<file path="config.mk">
export PLATFORM = sky130hd
export DESIGN_NAME = boot_load_ctrl
export DESIGN_NICKNAME = d
export VERILOG_FILES = /design/src/rtl/boot_load_ctrl.sv
export SDC_FILE = /design/constraint.sdc
export NUM_CORES = 1
export LEC_CHECK = 0
export ABC_AREA = 0
export CORE_MARGIN = 1
export CORE_UTILIZATION = 43
export DETAILED_ROUTE_END_ITERATION = 8
export HOLD_SLACK_MARGIN = 0.08
export PLACE_DENSITY = 0.74
export SYNTH_ARGS = -nofsm -noshare
export SYNTH_HDL_FRONTEND = slang
export SYNTH_SLANG_ARGS = --single-unit
</file>
<file path="constraint.sdc">
create_clock -name clk_i -period 2.1 [get_ports clk_i]
set_input_delay 0.21 -clock clk_i [delete_from_list [all_inputs] [get_ports clk_i]]
set_output_delay 0.21 -clock clk_i [all_outputs]
set_load 0.05 [all_outputs]
</file>
<file path="src/rtl/boot_load_ctrl.sv">
// Boot loader: streams a program image into IMEM through its boot port, then releases the CPU.
// Optional macro BOOT_CHECKSUM_EN adds a trailing zero-sum checksum word and an ERR state.
module boot_load_ctrl #(
    parameter int unsigned ADDR_W     = 8,
    parameter int unsigned RST_CYCLES = 2
) (
    input  logic              clk_i,
    input  logic              rst_i,
    input  logic              start_i,
    input  logic [ADDR_W:0]   code_size_i,
    input  logic              s_valid_i,
    input  logic [31:0]       s_data_i,
    output logic              s_ready_o,
    output logic              boot_up_o,
    output logic [ADDR_W-1:0] boot_addr_o,
    output logic [31:0]       boot_datai_o,
    output logic              boot_web_o,
    output logic              cpu_rst_n_o,
    output logic              busy_o,
    output logic              done_o,
    output logic              err_o
);

    localparam logic [ADDR_W:0] DEPTH     = {1'b1, {ADDR_W{1'b0}}};
    localparam int unsigned     HW        = (RST_CYCLES > 1) ? $clog2(RST_CYCLES) : 1;
    localparam logic [HW-1:0]   HOLD_LAST = HW'(RST_CYCLES - 1);

    typedef enum logic [2:0] {
        IDLE,
        HOLD,
        LOAD,
        DRAIN,
        RUN
`ifdef BOOT_CHECKSUM_EN
        , ERR
`endif
    } state_e;

    state_e            state_q, state_d;
    logic [ADDR_W:0]   cnt_q, cnt_d;
    logic [ADDR_W:0]   size_q, size_d;
    logic [HW-1:0]     hold_q, hold_d;

    logic              boot_up_q, boot_up_d;
    logic [ADDR_W-1:0] boot_addr_q, boot_addr_d;
    logic [31:0]       boot_datai_q, boot_datai_d;
    logic              boot_web_q, boot_web_d;
    logic              cpu_rst_n_q, cpu_rst_n_d;
    logic              busy_q, busy_d;
    logic              done_q, done_d;

    logic              xfer;
    logic              wr;
    logic              accept_start;
    logic [ADDR_W:0]   size_clamp;

    assign xfer       = s_valid_i & s_ready_o;
    assign size_clamp = (code_size_i > DEPTH) ? DEPTH : code_size_i;

`ifdef BOOT_CHECKSUM_EN
    logic [31:0] sum_q, sum_d;
    logic        err_q, err_d;

    // One extra beat at cnt == size carries the checksum and is never written.
    assign s_ready_o    = (state_q == LOAD) && (cnt_q <= size_q);
    assign wr           = xfer && (cnt_q < size_q);
    assign err_o        = err_q;
    assign accept_start = start_i && (state_q == IDLE || state_q == RUN || state_q == ERR);
`else
    assign s_ready_o    = (state_q == LOAD) && (cnt_q < size_q);
    assign wr           = xfer;
    assign err_o        = 1'b0;
    assign accept_start = start_i && (state_q == IDLE || state_q == RUN);
`endif

    always_ff @(posedge clk_i) begin
        if (rst_i) begin
            state_q      <= IDLE;
            cnt_q        <= '0;
            size_q       <= '0;
            hold_q       <= '0;
            boot_up_q    <= 1'b0;
            boot_addr_q  <= '0;
            boot_datai_q <= '0;
            boot_web_q   <= 1'b1;
            cpu_rst_n_q  <= 1'b0;
            busy_q       <= 1'b0;
            done_q       <= 1'b0;
`ifdef BOOT_CHECKSUM_EN
            sum_q        <= '0;
            err_q        <= 1'b0;
`endif
        end else begin
            state_q      <= state_d;
            cnt_q        <= cnt_d;
            size_q       <= size_d;
            hold_q       <= hold_d;
            boot_up_q    <= boot_up_d;
            boot_addr_q  <= boot_addr_d;
            boot_datai_q <= boot_datai_d;
            boot_web_q   <= boot_web_d;
            cpu_rst_n_q  <= cpu_rst_n_d;
            busy_q       <= busy_d;
            done_q       <= done_d;
`ifdef BOOT_CHECKSUM_EN
            sum_q        <= sum_d;
            err_q        <= err_d;
`endif
        end
    end

    always_comb begin
        state_d = state_q;
        cnt_d   = cnt_q;
        size_d  = size_q;
        hold_d  = hold_q;
`ifdef BOOT_CHECKSUM_EN
        sum_d   = sum_q;
`endif
        if (accept_start) begin
            state_d = HOLD;
            cnt_d   = '0;
            hold_d  = '0;
            size_d  = size_clamp;
`ifdef BOOT_CHECKSUM_EN
            sum_d   = '0;
`endif
        end else begin
            case (state_q)
                HOLD: begin
                    if (hold_q == HOLD_LAST) begin
`ifdef BOOT_CHECKSUM_EN
                        state_d = LOAD;
`else
                        state_d = (size_q == '0) ? DRAIN : LOAD;
`endif
                    end else begin
                        hold_d = hold_q + 1'b1;
                    end
                end
                LOAD: begin
                    if (xfer) begin
                        cnt_d = cnt_q + 1'b1;
`ifdef BOOT_CHECKSUM_EN
                        sum_d = sum_q + s_data_i;
                        if (cnt_q == size_q) begin
                            state_d = (sum_d == '0) ? DRAIN : ERR;
                        end
`else
                        if (cnt_d == size_q) begin
                            state_d = DRAIN;
                        end
`endif
                    end
                end
                DRAIN:   state_d = RUN;
                default: ;
            endcase
        end
    end

    // Outputs are decoded from the next state so the registered copies line up with state_q.
    always_comb begin
        boot_up_d    = 1'b0;
        boot_addr_d  = boot_addr_q;
        boot_datai_d = boot_datai_q;
        boot_web_d   = 1'b1;
        cpu_rst_n_d  = 1'b0;
        busy_d       = 1'b0;
        done_d       = 1'b0;
`ifdef BOOT_CHECKSUM_EN
        err_d        = 1'b0;
`endif
        case (state_d)
            HOLD, LOAD, DRAIN: begin
                boot_up_d = 1'b1;
                busy_d    = 1'b1;
                if (wr) begin
                    boot_web_d   = 1'b0;
                    boot_addr_d  = cnt_q[ADDR_W-1:0];
                    boot_datai_d = s_data_i;
                end
            end
            RUN: begin
                boot_addr_d  = '0;
                boot_datai_d = '0;
                cpu_rst_n_d  = 1'b1;
                done_d       = 1'b1;
            end
`ifdef BOOT_CHECKSUM_EN
            ERR: begin
                boot_addr_d  = '0;
                boot_datai_d = '0;
                err_d        = 1'b1;
            end
`endif
            default: begin
                boot_addr_d  = '0;
                boot_datai_d = '0;
            end
        endcase
    end

    assign boot_up_o    = boot_up_q;
    assign boot_addr_o  = boot_addr_q;
    assign boot_datai_o = boot_datai_q;
    assign boot_web_o   = boot_web_q;
    assign cpu_rst_n_o  = cpu_rst_n_q;
    assign busy_o       = busy_q;
    assign done_o       = done_q;

endmodule
</file>
* Word level (Yosys, flattened, before mapping)
Cells that the tools add are included.
** Cells by class
- Multiplexer cells :: 11
- Reductions and logical operators :: 9
- Bitwise logic cells :: 2
- Add/subtract/negate cells :: 2
- Eq/ne operators :: 9
- Order comparisons :: 2
** Operators with widths (count)
- $eq A3 B2 Y1 const B :: 4
- $mux W3 :: 4
- $add A9 B1 Y9 const B :: 1
- $eq A9 B9 Y1 :: 1
- $gt A9 B9 Y1 const B :: 1
- $logic_not A9 Y1 :: 1
- $lt A9 B9 Y1 :: 1
- $mux W9 :: 1
- $pmux W3 S3 :: 1
- $eq A3 B1 Y1 const B :: 2
- $eq A3 B3 Y1 const B :: 2
- $mux W1 :: 5
- $reduce_or A2 Y1 :: 2
- $logic_not A3 Y1 :: 1
- $reduce_or A3 Y1 :: 1
- $logic_and A1 B1 Y1 :: 2
- $reduce_and A2 Y1 :: 1
- $add A1 B1 Y1 const B :: 1
- $and A1 B1 Y1 :: 1
- $logic_or A1 B1 Y1 :: 1
- $not A1 Y1 :: 1
** Word-level totals
- Input port bits :: 45
- Logic and storage cells :: 44
- Output and inout port bits :: 47
- Register bits after elaboration :: 65

* Depth between registers and ports, before layout
Gate-level depths: netlist (run 1).
- Depth in word-level cells :: 10
- Depth in mapped cells :: 8
- Gate-level depth less buffers :: 7

* Worst setup path before layout (run 1)
OpenSTA, ideal clock, no wires.
- Path type :: register to register
- From :: register size_q[4]
- To :: register cnt_q[2]
- Setup slack :: 0.075 ns
- Buffers on the path :: 1
- Arrival :: 1.955 ns
- Required time :: 2.029 ns
- Setup time :: 0.071 ns
- Period minus slack after synthesis :: 2.025 ns
- Stages on the path, launching flop included :: 9
- Cell sequence :: dfxtp_1 inv_1 ha_1 a211oi_2 nand2_2 o21a_4 buf_6 or4_1 a21oi_1
** Between the ends
- Word-level cells in the longest chain between the ends :: 4
** RTL lines
- start, declared :: RTL line 41 : logic [ADDR_W:0] size_q, size_d;
- start signal, assigned :: RTL line 96 : size_q <= size_d;
- $lt A9 B9 Y1 :: RTL line 70 : assign s_ready_o = (state_q == LOAD) && (cnt_q < size_q);
- $logic_and A1 B1 Y1 :: RTL line 70
- $and A1 B1 Y1 :: RTL line 57 : assign xfer = s_valid_i & s_ready_o;
- $reduce_and A2 Y1 (no line)
- end signal, assigned :: RTL line 95 : cnt_q <= cnt_d;
- end, declared :: RTL line 40 : logic [ADDR_W:0] cnt_q, cnt_d;
Every way passes these cells.
A chain may end at the register's enable or synchronous reset.

* Worst setup path in the final report (run 1)
- From :: register size_q[2]
- To :: register cnt_q[2]
Same word-level chain as after synthesis.

==> results of run 1 <==
==> layer usage <==
layer	wire, um	vias up
li1	-	1578
met1	3820	1566
met2	4300	100
met3	673	4
met4	49	0
met5	0	-
==> stage by stage <==
step / utilization [%] / area [um^2] / setup TNS [ns] / hold slack [ns]
floorplan: - / 3120 / 0 / 0.319
global placement: 61.1 / 4220 / 0 / 0.460
detailed placement: 61.1 / 4220 / 0 / 0.468
CTS: 65.4 / 4520 / 0 / 0.410
global route: 67.4 / 4650 / -0.0590 / 0.412
finish: 67.4 / 4650 / 0 / 0.422
==> cell type report <==
cell class	instances	area share (%)
clock inverter	6	2.45
sequential	65	28.3
inverter	14	1.18
timing repair buffer	123	25.8
multi-input combinational	269	36.8
tap	96	2.58
clock buffer	10	2.96
==> worst max-delay path, delay by kind of cell (launching register included) <==
kind	cells	cell delay, ns
AOI/OAI and AO/OA	4	0.63
and+or+nand+nor	1	0.48
DFF	1	0.36
buffers and inverters	3	0.33
adders and majority gates	1	0.20
==> flip-flops by register name, summed over array words and instances (netlist names) <==
| register | cells |
|---|---|
| boot_web_o | 1 |
| done_o | 1 |
| hold_q | 1 |
| cnt_q | 9 |
| boot_addr_o | 8 |
| size_q | 9 |
| boot_datai_o | 32 |
| busy_o | 1 |
| state_q | 3 |
==> what timing repair did <==
action | in CTS | in global routing
resized for setup | 9 | 25
pin swaps | 5 | 6
setup endpoints to repair | 5 | 48
hold buffers | 0 | 0
cloned | 0 | 0
buffers inserted | 4 | 5
==> layout by cell type, fill, tap and decap left out, types with 9 or more instances in the layout <==
cell,count
nand2_1,20
nor2_1,12
clkdlybuf4s50_1,89
o21ai_1,17
clkbuf_8,10
a21oi_1,52
o21ai_0,32
dfxtp_1,58
nand3_1,46
inv_1,9
buf_4,27
==> cells by family after synthesis <==
kind of cell | synth area share (%)
adders and majority gates | 4.01
AOI/OAI and AO/OA | 24.3
and+or+nand+nor | 20.2
buffers and inverters | 6.66
other | 0.120
DFF | 41.7
xor gates and xnor gates | 1.96
muxes | 1.00
==> power by group <==
part,switching (mW),internal (mW),leakage [nW]
combinational,0.300,0.227,0.941
sequential,0.0141,1.25,0.529
clock,0.516,0.825,0.119
total,0.829,2.30,1.59
==> worst paths after layout <==
path | to | slack, ns | depth (start not counted)
max reg2reg | cnt_q[2] | 0.02 | 9
min | boot_datai_o[31] | 0.42 | 3
max | cnt_q[2] | 0.02 | 9
min reg2reg | boot_addr_o[7] | 0.48 | 2
==> impl_metrics.json, run 1 <==
{
  "num_rows": 30,
  "path_clk_slew_ns": 0.08,
  "start_util_pct": 45.2,
  "cts-root-buf": "clkbuf_8",
  "die_h_um": 87.2,
  "setup.worst_path.start": "size_q[2]",
  "crit_chain": "inv_4 -> ha_4 -> o211ai_1 -> a21oi_2 -> buf_4 -> o21a_4 -> buf_6 -> or4_4 -> a21oi_2",
  "tritoncts": "yes",
  "fin_ws_ns": 0.0246,
  "instances_no_fill": 583,
  "core_um2": 6910,
  "drc": 0,
  "async_flop_share_pct": 0,
  "numCtsBuffers": 9,
  "powerDensity_nw_per_um2": 672,
  "ios": 92,
  "use_met2_pct": 39.7,
  "synth_seq_cells": 65,
  "synthCells": 381,
  "area_delta_synth_final_pct": 49.1,
  "fp.dieArea_um2": 7600,
  "synthTopCellsByCount": "dfxtp_1, a21oi_1, nand3_1, o21ai_0, nand2_1",
  "synth_top_area_cell": "dfxtp_1",
  "dp_slack_ns": 0.00490,
  "start_kind": "flip-flop",
  "syn_area_per_cell_um2": 8.19,
  "seq_area_um2": 1320,
  "crit_arrival_ns": 2.34,
  "drive_gt1_share_pct": 17.5,
  "required_ns": 2.36,
  "crit_fanout": 7,
  "synth_fp_nets": 436,
  "drt_iter0_markers": 213,
  "totalWireLength_um": 8840,
  "grt_pass1_vias": 3108,
  "clock-sinks": 65,
  "n_antenna_cell": 0,
  "grt_use_met3_pct": 8.72,
  "cap_viol_max_count": 0,
  "setup_viol": 0,
  "overflow": 0,
  "hold_path_startpoint": "s_data_i[31]",
  "multiInputGateArea_um2": 1710,
  "yosysWarnings": 0,
  "yosys_most_used_dff": "dfxtp_1",
  "reg2reg_from": "size_q[2]",
  "grt.total_usage_pct": 24.1,
  "power_mw": 3.13,
  "antenna_found_initial": 0,
  "clockBufferDepth": 2,
  "grt_start_max_net_pins": 44,
  "cp-end-kind": "flip-flop",
  "netlist_area_um2": 3120,
  "met1_usage_pct": 29.5,
  "rsz0062_at_grt": "yes",
  "clock_skew_ns": 0.00889,
  "synthTopCellsByArea": "dfxtp_1, a21oi_1, nand3_1, o21ai_0, ha_1",
  "worstMarginPinSlew_ns": 0.566,
  "grt_pass1_wl_um": 14300,
  "relSlewSlack_pct": 62.2,
  "critPathSlowestCell": "or4_4",
  "wire_per_inst_um": 15.2,
  "hold_violations": 0,
  "clk_latency_ns": 0.34,
  "p_leak_nw": 1.59,
  "outcome": "completed",
  "die_w_um": 87.2,
  "place_hpwl_um": 5850,
  "slew_viol_final": 0,
  "synth_most_common_cell": "dfxtp_1",
  "ys_seq_area_share_pct": 41.7,
  "layout_min_cycle_time_ns": 2.08,
  "peakVddDrop_v": 0.000473,
  "vias": 3248,
  "port_buffers": 90,
  "final.fill_count": 575,
  "fmax_mhz": 482,
  "ys_types": 54,
  "criticalPathCategory": "reg2reg",
  "cp_common_cell": "a21oi_2",
  "worst_path_largest_cell_delay_ns": 0.48,
  "grt-busiest-layer": "met2",
  "drt_pre_antenna_iters": 4,
  "min_path_type": "in2reg",
  "dp.cells": 559,
  "final_antenna_net_count": 0,
  "cts_htree_levels": 3,
  "synth_edf_count": 0,
  "num-nets-final": 537,
  "viasPerCell": 5.57,
  "synth_top_area_share_pct": 41.7,
  "gp_congestion": 0.841,
  "fin_crit_sh_pct": 98.8
}
Note: power is estimated with default switching activity, not from simulation.
==> run 2, diff against run 1 <==
Settings changed: CORE_ASPECT_RATIO set to 0.75, CORE_UTILIZATION 43 to 57, DONT_BUFFER_PORTS set to 1, PLACE_DENSITY 0.74 to 0.72.
==> impl_metrics.json, run 2 (same netlist as run 1, synthesis figures left out) <==
{
  "outcome": "finished with violations",
  "violations": "setup timing",
  "start_util_pct": 61.6,
  "place_hpwl_um": 5380,
  "crit_chain": "inv_2 -> ha_4 -> a211oi_4 -> nand2_2 -> buf_6 -> o21ai_4 -> and3_4 -> buf_12",
  "cap_viol_max_count": 0,
  "largest_reg_flops": 32,
  "path_clk_slew_ns": 0.08,
  "powerDensity_nw_per_um2": 673,
  "whs_endpoint": "state_q[2]",
  "numCtsBuffers": 9,
  "post_dp_cell_area_um2": 3330,
  "worstMarginPinSlew_ns": 0.564,
  "r2r_cells": 8,
  "p_leak_nw": 1.44,
  "final_common_cell": "dfxtp_1",
  "antenna_found_initial": 0,
  "min_path_cells": 3,
  "cp-end-kind": "output port",
  "fmax_mhz": 461,
  "drc": 0,
  "fin_crit_sh_pct": 103,
  "totalWireLength_um": 9290,
  "wire_per_inst_um": 18.0,
  "clockBufferDepth": 2,
  "tritoncts": "yes",
  "timing.hold.ws_ns": 0.164,
  "final.fill_count": 353,
  "fin_ws_ns": -0.0714,
  "dp_slack_ns": 0.00444,
  "clk_latency_ns": 0.36,
  "viasPerCell": 6.22,
  "start_kind": "flip-flop",
  "slew_viol_final": 0,
  "grt_pass1_vias": 3054,
  "final_cell_mix": "dfxtp_1, a21oi_1, nand3_1",
  "die_h_um": 66.1,
  "hold_path_startpoint": "start_i",
  "reg2reg_setup_slack_ns": 0,
  "grt.total_usage_pct": 33.2,
  "area_delta_synth_final_pct": 31.2,
  "clock-sinks": 65,
  "gp_congestion": 0.963,
  "overflow": 0,
  "critPathSlowestCell": "dfxtp_2",
  "die_w_um": 87.4,
  "relSlewSlack_pct": 62.3,
  "fp.dieArea_um2": 5780,
  "clock_skew_ns": 0.00551,
  "peakVddDrop_v": 0.000633,
  "grt_start_max_net_pins": 42,
  "final_antenna_net_count": 0,
  "hold_violations": 0,
  "vias": 3214,
  "min_path_type": "in2reg",
  "ios": 92,
  "num_rows": 22,
  "power_mw": 2.76,
  "drive_gt1_share_pct": 20.0,
  "grt_pass1_wl_um": 14400,
  "critPathBufInv": 3,
  "port_buffers": 0,
  "worst_path_largest_cell_delay_ns": 0.34,
  "criticalPathCategory": "reg2out",
  "core_um2": 5060,
  "cp_top_family": "compound AO/OA/AOI/OAI gates",
  "rsz0062_at_grt": "yes",
  "drt_pre_antenna_iters": 5,
  "n_antenna_cell": 0,
  "setup_viol": 1,
  "layout_min_cycle_time_ns": 2.17,
  "crit_arrival_ns": 1.96,
  "num-nets-final": 495,
  "r2r_end": "cnt_q[3]",
  "reg2reg_from": "size_q[4]",
  "cts_htree_levels": 3,
  "required_ns": 1.89,
  "drt_iter0_markers": 375,
  "crit_fanout": 2,
  "design_area_um2": 4100,
  "cts-root-buf": "clkbuf_8"
}
[run 2: how the worst max path moves through the flow]
stage	start	end	slack, ns	cells after the start
global route	size_q[4]	s_ready_o	-0.11	8
finish	size_q[4]	s_ready_o	-0.07	8
floorplan	size_q[4]	cnt_q[2]	0.07	8
global placement	size_q[4]	cnt_q[3]	0.07	7
detailed placement	size_q[4]	cnt_q[5]	0.004	7
CTS	size_q[4]	s_ready_o	0.01	8
[run 2: metrics by stage]
| stage | util (%) | TNS, ns | std cells |
|---|---|---|---|
| 6_report | 80.9 | -0.0714 | 517 |
| 5_1_grt | 80.9 | -0.273 | 517 |
| 2_1_floorplan | - | 0 | 381 |
| 3_3_place_gp | 65.7 | 0 | 452 |
| 4_1_cts | 78.8 | 0 | 514 |
| 3_5_place_dp | 65.7 | 0 | 452 |
[run 2: final cells by class]
cell class	instances	area (um^2)	share of cell area (%)
multi-input combinational	269	1700	41.5
sequential	65	1310	32.0
timing repair buffer	81	766	18.7
clock buffer	9	124	3.02
tap	72	90.1	2.20
clock inverter	7	52.6	1.28
inverter	14	52.6	1.28
[run 2: timing repair]
action / in CTS / in global routing
buffers inserted: 6 / 3
pin swaps: 4 / 5
gates resized for setup: 15 / 20
endpoints found under the setup margin: 2 / 51
hold buffers: 41 / 0
endpoints found under the hold margin: 47 / 0
[run 2: tightest hold or removal path: stages]
cell and delay (ns):
nand2b_1 0.06, a21oi_1 0.08, nor3_1 0.12
[run 2: power breakdown]
| group | total (mW) | switching [mW] | internal [mW] |
|---|---|---|---|
| sequential | 1.26 | 0.0168 | 1.25 |
| combinational | 0.503 | 0.300 | 0.203 |
| clock | 0.989 | 0.551 | 0.438 |
| total | 2.76 | 0.868 | 1.89 |
[run 2: layer usage]
| metal | up-vias | share of wire (%) | wire, um | global-route usage [%] |
|---|---|---|---|---|
| met1 | 1514 | 41 | 3820 | 41.5 |
| met2 | 171 | 47 | 4340 | 53.2 |
| met4 | 0 | 2.4 | 219 | 10.9 |
| met5 | - | 0 | 0 | 0 |
| li1 | 1496 | - | - | - |
| met3 | 33 | 9.8 | 912 | 12.0 |
==> run 3, diff against run 2 <==
Settings changed: ABC_CLOCK_PERIOD_IN_PS set to 2100, RECOVER_POWER set to 25, REMOVE_ABC_BUFFERS set to 1.
==> impl_metrics.json, run 3 (same netlist as run 1, synthesis figures left out) <==
{
  "port_buffers": 0,
  "worstMarginPinSlew_ns": 1.16,
  "start_kind": "flip-flop",
  "num_rows": 22,
  "worst_path_largest_cell_delay_ns": 0.36,
  "gp_congestion": 0.849,
  "crit_chain": "inv_2 -> ha_4 -> a211oi_2 -> nand2_2 -> o21ai_4 -> and3_4 -> buf_12",
  "cts-root-buf": "clkbuf_8",
  "fp.dieArea_um2": 5780,
  "clockBufferDepth": 2,
  "critPathSlowestCell": "dfxtp_2",
  "crit_arrival_ns": 1.88,
  "final_antenna_net_count": 0,
  "cts_htree_levels": 3,
  "criticalPathCategory": "reg2out",
  "fmax_mhz": 479,
  "crit_fanout": 3,
  "n_antenna_cell": 0,
  "final.fill_count": 368,
  "place_hpwl_um": 5150,
  "outcome": "completed",
  "fin_util_pct": 78.0,
  "dp_slack_ns": 0.0278,
  "relSlewSlack_pct": 22.9,
  "multiInputGateArea_um2": 1670,
  "tritoncts": "yes",
  "intPower_mw": 1.87,
  "p_leak_nw": 1.35,
  "drive_gt1_share_pct": 16.0,
  "grt_start_max_net_pins": 44,
  "powerDensity_nw_per_um2": 673,
  "cap_viol_max_count": 0,
  "grt_pass1_vias": 2747,
  "drt_pre_antenna_iters": 4,
  "vias": 3080,
  "drc": 0,
  "path_clk_slew_ns": 0.06,
  "grt.total_usage_pct": 29.9,
  "drt_iter0_markers": 188,
  "clk_latency_ns": 0.35,
  "power_frac_clock_pct": 35.2,
  "slew_viol_final": 0,
  "setup_viol": 0,
  "switching_power_mw": 0.783,
  "overflow": 0,
  "clock_skew_ns": 0.00932,
  "p_seq_share_pct": 47.7,
  "die_h_um": 66.1,
  "numCtsBuffers": 9,
  "final_common_cell": "dfxtp_1",
  "fin_ws_ns": 0.0141,
  "layout_min_cycle_time_ns": 2.09,
  "start_util_pct": 61.6,
  "fin_tns_setup_ns": 0,
  "cp_top_family": "compound AO/OA/AOI/OAI gates",
  "viasPerCell": 6.11,
  "ios": 92,
  "final_cell_mix": "dfxtp_1, a21oi_1, nand3_1",
  "min_path_type": "in2reg",
  "p_comb_share_pct": 17.1,
  "seq_area_um2": 1310,
  "clock-sinks": 65,
  "hold_violations": 0,
  "num-nets-final": 482,
  "antenna_found_initial": 0,
  "critPathBufInv": 2,
  "die_w_um": 87.4,
  "core_um2": 5060,
  "area_delta_synth_final_pct": 26.6,
  "cp-end-kind": "output port",
  "swShare_pct": 29.5,
  "required_ns": 1.89,
  "largest_reg_flops": 32,
  "rsz0062_at_grt": "yes",
  "grt_pass1_wl_um": 13100,
  "peakVddDrop_v": 0.000525,
  "fin_crit_sh_pct": 99.3,
  "totalWireLength_um": 8490,
  "wire_per_inst_um": 16.8
}
==> run 3: final cells by class <==
class / count / area share, %
well taps: 72 / 2.28
multi-input cells: 269 / 42.4
clock buffers: 11 / 3.58
repair buffers: 68 / 16.5
flip-flops and latches: 65 / 33.2
clock inverters: 5 / 0.792
inverters: 14 / 1.33
==> run 3: power groups by stage <==
stage / clock network [mW] / registers, mW / logic (mW)
after floorplan: 0 / 1.31 / 0.201
after global placement: 0 / 1.29 / 0.352
after detailed placement: 0 / 1.29 / 0.353
after CTS: 0.958 / 1.27 / 0.432
after global routing: 1.01 / 1.27 / 0.485
final: 0.935 / 1.27 / 0.456
==> run 3: worst paths after layout <==
path              startpoint    endpoint  slack, ns  cells past startpoint
setup / recovery   size_q[4]   s_ready_o       0.01                      7
hold / removal         rst_i   size_q[6]       0.14                      3
setup reg to reg   size_q[6]  state_q[0]       0.11                      6
hold reg to reg    size_q[6]   size_q[6]       0.51                      2
==> run 3: stage by stage <==
step / std cells / area [um^2] / total power [mW] / hold WS (ns)
finish: 504 / 3950 / 2.66 / 0.140
floorplan: 348 / 2970 / 1.51 / 0.279
global route: 504 / 3950 / 2.77 / 0.135
global placement: 443 / 3270 / 1.65 / 0.284
detailed placement: 443 / 3270 / 1.65 / 0.285
CTS: 501 / 3880 / 2.66 / 0.115
==> run 3: what timing repair did <==
action	in CTS	in global routing
hold endpoints to repair	47	0
gates resized for setup	6	14
buffers inserted	1	3
pin swaps	3	5
endpoints found under the setup margin	1	40
cloned	0	0
hold buffers	41	0
==> run 3: layer usage <==
metal | routed length [um] | up-vias | track usage (%) | part of all wire [%]
li1 | - | 1469 | - | -
met4 | 123 | 0 | 11.3 | 1.4
met5 | 0 | - | 0 | 0
met1 | 3640 | 1470 | 38.5 | 43
met3 | 705 | 17 | 8.86 | 8.3
met2 | 4020 | 124 | 47.2 | 47
==> run 3: worst register-to-register path: cells and delay by family, from the launching register on <==
kind	cells	cell delay [ns]
AO/OA/AOI/OAI	3	0.75
AND/OR/NAND/NOR	2	0.65
flip-flops	1	0.34
buffers and inverters	1	0.14
